$ cat config.mk
export PLATFORM = sky130hd
export DESIGN_NAME = dma_cmd_sequencer
export DESIGN_NICKNAME = d
export VERILOG_FILES = /design/src/rtl/dma_seq_pkg.sv /design/src/rtl/dma_cmd_sequencer_burst_req_gen.sv /design/src/rtl/dma_cmd_sequencer.sv
export SDC_FILE = /design/constraint.sdc
export NUM_CORES = 1
export LEC_CHECK = 0
export CAP_MARGIN = 20
export CORE_UTILIZATION = 29
export DETAILED_ROUTE_END_ITERATION = 16
export RECOVER_POWER = 50
export SLEW_MARGIN = 20
export SYNTH_ARGS = -nofsm -noshare
export SYNTH_HDL_FRONTEND = slang
export SYNTH_SLANG_ARGS = --single-unit
$ cat constraint.sdc
create_clock -name ACLK -period 4.2 [get_ports ACLK]
set_clock_uncertainty 0.1 [all_clocks]
set_input_delay 0.42 -clock ACLK [delete_from_list [all_inputs] [get_ports ACLK]]
set_output_delay 0.42 -clock ACLK [all_outputs]
set_load 0.01 [all_outputs]
$ cat src/rtl/dma_seq_pkg.sv
// Shared types and constants for the DMA command sequencer.
// Holds the state encoding, the opcode values and the burst-counter width helper.
package dma_seq_pkg;

  typedef enum logic [2:0] {
    ST_IDLE  = 3'd0,
    ST_CHECK = 3'd1,
    ST_RUN   = 3'd2,
    ST_DRAIN = 3'd3,
    ST_FIN   = 3'd4
  } state_e;

  localparam logic [1:0] OP_NOP  = 2'd0;
  localparam logic [1:0] OP_COPY = 2'd1;

  // Wide enough to count every burst of a full 2^32-byte transfer, plus one.
  function automatic int cnt_width(input int burst_bytes);
    return 33 - $clog2(burst_bytes);
  endfunction

endpackage

$ cat src/rtl/dma_cmd_sequencer_burst_req_gen.sv
// One burst request channel: holds VALID/ADDR until READY, steps the address
// by one burst per handshake and counts the bursts issued.
module burst_req_gen
  import dma_seq_pkg::*;
#(
  parameter int BURST_BYTES = 128,
  parameter int CW          = 26
) (
  input  logic          ACLK,
  input  logic          ARESETN,
  input  logic          load,
  input  logic [31:0]   base,
  input  logic          en,
  input  logic          req_ready,
  output logic          req_valid,
  output logic [31:0]   req_addr,
  output logic [CW-1:0] issued
);

  logic          valid_r;
  logic [31:0]   addr_r;
  logic [CW-1:0] issued_r;

  // Request register: a raised request is held until its handshake, then dropped for a cycle.
  always_ff @(posedge ACLK) begin
    if (!ARESETN) begin
      valid_r  <= 1'b0;
      addr_r   <= 32'd0;
      issued_r <= '0;
    end else if (load) begin
      valid_r  <= 1'b0;
      addr_r   <= base;
      issued_r <= '0;
    end else if (valid_r) begin
      if (req_ready) begin
        valid_r  <= 1'b0;
        addr_r   <= addr_r + 32'(BURST_BYTES);
        issued_r <= issued_r + CW'(1);
      end
    end else if (en) begin
      valid_r <= 1'b1;
    end
  end

  assign req_valid = valid_r;
  assign req_addr  = addr_r;
  assign issued    = issued_r;

endmodule

$ cat src/rtl/dma_cmd_sequencer.sv
// Turns one MMIO copy command into read/write burst requests, throttling reads
// against free buffer slots and ordering writes behind landed read data.
module dma_cmd_sequencer
  import dma_seq_pkg::*;
#(
  parameter int BURST_BYTES     = 128,
  parameter int MAX_OUTSTANDING = 4
) (
  input  logic        ACLK,
  input  logic        ARESETN,
  input  logic        MMIO_VALID,
  output logic        MMIO_READY,
  input  logic [31:0] MMIO_CMD,
  input  logic [31:0] STREAM_SRC,
  input  logic [31:0] STREAM_DEST,
  input  logic [31:0] STREAM_LEN,
  output logic        RD_REQ_VALID,
  input  logic        RD_REQ_READY,
  output logic [31:0] RD_REQ_ADDR,
  input  logic        RD_DONE,
  output logic        WR_REQ_VALID,
  input  logic        WR_REQ_READY,
  output logic [31:0] WR_REQ_ADDR,
  input  logic        WR_DONE,
  output logic        ERR,
  output logic        DONE
);

  localparam int LB = $clog2(BURST_BYTES);
  localparam int CW = cnt_width(BURST_BYTES);

  state_e        state_r, state_s;
  logic [1:0]    op_r;
  logic [31:0]   src_r, dest_r, len_r;
  logic [CW-1:0] total_r, rd_done_r, wr_done_r;
  logic [CW-1:0] rd_iss_s, wr_iss_s, wr_iss_nx_s;
  logic          err_r, done_r, ready_r;
  logic          accept_s, check_err_s, live_s;
  logic          rd_en_s, wr_en_s;
  logic          rd_ok_s, wr_ok_s, pulse_bad_s;
  logic          unused_cmd_s;

  assign unused_cmd_s = ^MMIO_CMD[31:2];
  assign accept_s     = MMIO_VALID && ready_r;
  assign live_s       = (state_r == ST_RUN) || (state_r == ST_DRAIN);

  // The end-address test uses a 33-bit sum so that ending exactly at 2^32 is legal.
  assign check_err_s = (op_r != OP_NOP && op_r != OP_COPY)
                    || (|src_r[LB-1:0]) || (|dest_r[LB-1:0]) || (|len_r[LB-1:0])
                    || (({1'b0, src_r} + {1'b0, len_r}) > 33'h1_0000_0000)
                    || (({1'b0, dest_r} + {1'b0, len_r}) > 33'h1_0000_0000);

  assign rd_en_s = (state_r == ST_RUN) && (rd_iss_s < total_r)
                && ((rd_iss_s - wr_done_r) < CW'(MAX_OUTSTANDING));
  assign wr_en_s = (state_r == ST_RUN) && (wr_iss_s < rd_done_r);

  assign rd_ok_s     = RD_DONE && live_s && (rd_done_r < rd_iss_s);
  assign wr_ok_s     = WR_DONE && live_s && (wr_done_r < wr_iss_s);
  assign pulse_bad_s = (RD_DONE && live_s && !rd_ok_s) || (WR_DONE && live_s && !wr_ok_s);
  assign wr_iss_nx_s = wr_iss_s + CW'(WR_REQ_VALID && WR_REQ_READY);

  burst_req_gen #(.BURST_BYTES(BURST_BYTES), .CW(CW)) u_rd_gen (
    .ACLK      (ACLK),
    .ARESETN   (ARESETN),
    .load      (accept_s),
    .base      (STREAM_SRC),
    .en        (rd_en_s),
    .req_ready (RD_REQ_READY),
    .req_valid (RD_REQ_VALID),
    .req_addr  (RD_REQ_ADDR),
    .issued    (rd_iss_s)
  );

  burst_req_gen #(.BURST_BYTES(BURST_BYTES), .CW(CW)) u_wr_gen (
    .ACLK      (ACLK),
    .ARESETN   (ARESETN),
    .load      (accept_s),
    .base      (STREAM_DEST),
    .en        (wr_en_s),
    .req_ready (WR_REQ_READY),
    .req_valid (WR_REQ_VALID),
    .req_addr  (WR_REQ_ADDR),
    .issued    (wr_iss_s)
  );

  // Next-state decode.
  always_comb begin
    state_s = state_r;
    case (state_r)
      ST_IDLE: begin
        if (accept_s) state_s = ST_CHECK;
        else          state_s = ST_IDLE;
      end
      ST_CHECK: begin
        if (check_err_s || op_r == OP_NOP || len_r == 32'd0) state_s = ST_FIN;
        else                                                 state_s = ST_RUN;
      end
      ST_RUN: begin
        if (wr_iss_nx_s == total_r) state_s = ST_DRAIN;
        else                        state_s = ST_RUN;
      end
      ST_DRAIN: begin
        if (wr_done_r == total_r) state_s = ST_FIN;
        else                      state_s = ST_DRAIN;
      end
      ST_FIN:  state_s = ST_IDLE;
      default: state_s = ST_IDLE;
    endcase
  end

  // State, command latch, completion counters and registered status outputs.
  always_ff @(posedge ACLK) begin
    if (!ARESETN) begin
      state_r   <= ST_IDLE;
      op_r      <= 2'd0;
      src_r     <= 32'd0;
      dest_r    <= 32'd0;
      len_r     <= 32'd0;
      total_r   <= '0;
      rd_done_r <= '0;
      wr_done_r <= '0;
      err_r     <= 1'b0;
      done_r    <= 1'b0;
      ready_r   <= 1'b1;
    end else begin
      state_r <= state_s;
      ready_r <= (state_r == ST_IDLE) && !accept_s;
      done_r  <= (state_r == ST_FIN);
      if (accept_s) begin
        op_r      <= MMIO_CMD[1:0];
        src_r     <= STREAM_SRC;
        dest_r    <= STREAM_DEST;
        len_r     <= STREAM_LEN;
        total_r   <= '0;
        rd_done_r <= '0;
        wr_done_r <= '0;
        err_r     <= 1'b0;
      end else begin
        if (state_r == ST_CHECK) begin
          total_r <= {1'b0, len_r[31:LB]};
          if (check_err_s) err_r <= 1'b1;
        end
        if (rd_ok_s)     rd_done_r <= rd_done_r + CW'(1);
        if (wr_ok_s)     wr_done_r <= wr_done_r + CW'(1);
        if (pulse_bad_s) err_r     <= 1'b1;
      end
    end
  end

  assign MMIO_READY = ready_r;
  assign ERR        = err_r;
  assign DONE       = done_r;

endmodule
==> results by group <==
Outcome
  • Status: finished with violations
  • Failing checks: capacitance limit, slew limit

Synth
  • Most frequent cell after synthesis: nand2_1
  • Top cells by area, synth: dfxtp_1, ha_1, nand2_1
  • Sequential share of the synthesized area: 0.287
  • Synthesized flop and latch total: 299
  • Synthesis warning total: 0
  • Most used flip-flop cell after synthesis: dfxtp_1
  • Commonest cells in the synthesized netlist: nand2_1, a21oi_1, dfxtp_1, ha_1, nor2_1
  • Post-synthesis instance total: 2,744
  • Mapped Area: 20,800 sq um
  • Post-Syn Nets: ~3,100
  • Syn avg cell area: 7.59 sq um
  • Synth cell types: 83
  • Top-area cell type share of the netlist area: 0.287
  • Yosys top cell by area: dfxtp_1
  • FFs w/ async S/R, synth: 0
  • EDFF count, synth: 0

Detailed routing
  • Wirelength per Cell: between 15 and 20 microns
  • Post-DR vias/cell: 5.26
  • Routed wire length: 72.6 mm
  • Via Count: 20,300
  • 1st-iter DRT viols: roughly 1,500
  • DRC: 0
  • Post-DRT Antenna Nets: 0
  • Drt first pass iters: 5

Setup path
  • CP endpoint kind: flop
  • Startpoint types: flop
  • Worst path slowest cell: dfxtp_1
  • Worst Path Max Fanout: 8
  • Worst-path cell chain: ha_1 -> a211oi_1 -> o21bai_1 -> or3_1 -> a221oi_2 -> a211o_1 -> o211ai_1 -> nor4_2 -> o2111ai_1 -> a22o_1 -> o41a_1
  • CP Class: flop to flop
  • Crit path required time: 4530 ps
  • CP arrival: 4320 ps
  • CP max stage delay: 600 ps

Final layout
  • Layout cell share with drive strength beyond 1: 0.0551
  • # fillers: 7,420
  • Nets: 3,230
  • N_diodes: 0
  • Syn-to-layout area delta: 20.1%
  • Fin cells: 3,864

Worst hold path
  • Hold WC Path Type: input pin to flop

Run
  • MaxCap Viol Count: 1

Floorplan
  • DIE AREA: 72,900 sq um
  • CORE AREA: 70,500 sq um
  • Io pins: 204
  • Row count: 97
  • Die width: 270 microns
  • Die H: roughly 270 microns
  • Initial Utilization: 0.295

Global route
  • Gr usage total: 0.195
  • Vias in the first global route: between 15,000 and 20,000
  • Total grt overflow: 0
  • Largest net degree at the start of global routing: 183
  • Initial antenna violation count: 7
  • First-pass GRT wire length: about 110 mm

Power
  • Clock network fraction of total power: 0.442
  • Leakage: 9.46 nW
  • Internal: between 0.005 and 0.006 W
  • Reg power frac: 0.415
  • Maximum vdd drop: between 0.2 and 0.25 mV
  • Sw Share: 0.278
  • Switch Pwr: 0.00206 W
  • Logic gate share of total power: 0.143
  • Power Density: between 200 and 300 nW/um^2

Timing
  • Final setup viols: 0
  • TNS Setup: 0 ps
  • Final hold vios: 0
  • Max Fclk: 0.251 GHz
  • RSZ-0062 raised after global routing: no
  • Final period util: 0.950
  • Worst Tran Pin Value: 2130 ps
  • Max_slew headroom: -0.420
  • Max Slew Vio Count: 183
  • Min Clock Period, post-route: about 4000 ps

Placed design
  • Port bufs: 173
  • Dpl hpwl: around 57 mm
  • Dpl cells: 3,796
  • GP Congestion: 0.971

Clock tree
  • Clock slew at reported path FFs: about 60 ps
  • H-tree Lvls: 2
  • Num CTS Buffers: 38
  • Clock Latency Late Sink: 570 ps
  • Sink Count: 299
  • Root buf cell: clkbuf_16
  • Max clock buf depth: 3
  • CTS tree: built
[worst max-delay path, delay by kind of cell (launching register included)]
| family | cells | cell delay, ps |
|---|---|---|
| AOI/OAI and AO/OA | 8 | 2030 |
| DFF | 1 | 600 |
| and+or+nand+nor | 2 | 700 |
| adders and majority gates | 1 | 410 |
[cell families after synthesis]
kind of cell / count (synthesis) / synth area share
AOI/OAI and AO/OA: 705 / 0.212
xor gates and xnor gates: 226 / 0.0950
adders and majority gates: 197 / 0.119
buffers and inverters: 282 / 0.0514
DFF: 299 / 0.287
muxes: 15 / 0.00745
and+or+nand+nor: 1020 / 0.228
[per-stage QoR]
stage	area (sq um)	power, W	util	setup WS, ps	hold slack [ps]
2_1_floorplan	20800	0.00373	-	685	336
3_3_place_gp	23800	0.00421	0.337	192	342
3_5_place_dp	23800	0.00421	0.337	144	346
4_1_cts	25000	0.00753	0.355	102	269
5_1_grt	25000	0.00774	0.355	21.3	299
6_report	25000	0.00744	0.355	209	298
[power by group through the flow]
stage | combinational, W | clock, W | sequential [W]
4_1_cts | 0.00107 | 0.00337 | 0.00308
6_report | 0.00106 | 0.00329 | 0.00309
3_5_place_dp | 0.00106 | 0 | 0.00314
2_1_floorplan | 0.000628 | 0 | 0.00310
5_1_grt | 0.00116 | 0.00348 | 0.00310
3_3_place_gp | 0.00106 | 0 | 0.00315
[layout by cell type (no fill, tap or decap), types with 14 or more instances in the layout]
| master | synthesis | routed |
|---|---|---|
| a211oi_1 | 27 | 26 |
| a21o_1 | 59 | 59 |
| a21oi_1 | 321 | 321 |
| and3_1 | 28 | 28 |
| buf_4 | 0 | 55 |
| clkbuf_16 | 0 | 39 |
| clkdlybuf4s50_1 | 0 | 138 |
| dfxtp_1 | 299 | 299 |
| dlygate4sd3_1 | 0 | 35 |
| ha_1 | 195 | 195 |
| inv_1 | 165 | 164 |
| nand2_1 | 447 | 446 |
| nand2b_1 | 15 | 15 |
| nand3_1 | 67 | 67 |
| nand4_1 | 84 | 84 |
| nor2_1 | 182 | 182 |
| nor2b_1 | 18 | 18 |
| nor3_1 | 49 | 48 |
| nor4_1 | 37 | 36 |
| o211ai_1 | 25 | 25 |
| o21a_1 | 28 | 28 |
| o21ai_0 | 102 | 102 |
| or3_1 | 27 | 27 |
| or4_1 | 14 | 14 |
| xnor2_1 | 179 | 179 |
| xor2_1 | 47 | 47 |
[metal layers]
| layer | vias up | wire (microns) | GRT usage |
|---|---|---|---|
| li1 | 10100 | - | - |
| met3 | 123 | 4830 | 0.0373 |
| met4 | 12 | 2540 | 0.0685 |
| met1 | 9505 | 33900 | 0.267 |
| met5 | - | 84 | 0 |
| met2 | 613 | 31200 | 0.303 |
[what timing repair did]
action	in CTS	in global routing
endpoints found under the setup margin	0	1
hold buffers	0	0
setup buffers	0	2
gates resized for setup	0	2
[worst paths after layout]
kind,start,to,slack (ps),depth (start not counted)
hold / removal,STREAM_LEN[7],len_r[7],300,3
setup reg to reg,len_r[17],state_r[2],210,11
hold reg to reg,u_rd_gen.req_addr[6],u_rd_gen.req_addr[6],350,2
setup / recovery,len_r[17],state_r[2],210,11
[final cells by class]
class / count / area, sq um / area share
sequential: 299 / 5990 / 0.239
tap: 940 / 1180 / 0.0470
clock buffer: 56 / 1130 / 0.0452
timing repair buffer: 231 / 2180 / 0.0872
clock inverter: 10 / 115 / 0.00460
multi-input combinational: 2163 / 13800 / 0.552
inverter: 165 / 622 / 0.0249
[state kept, by name (all words and copies together), names as in the netlist]
name / flops
DONE: 1
ERR: 1
MMIO_READY: 1
dest_r: 32
len_r: 32
op_r: 2
rd_done_r: 26
src_r: 32
state_r: 3
total_r: 25
u_rd_gen.issued: 26
u_rd_gen.req_addr: 32
u_rd_gen.req_valid: 1
u_wr_gen.issued: 26
u_wr_gen.req_addr: 32
u_wr_gen.req_valid: 1
wr_done_r: 26
(Power assumes the default switching activity.)
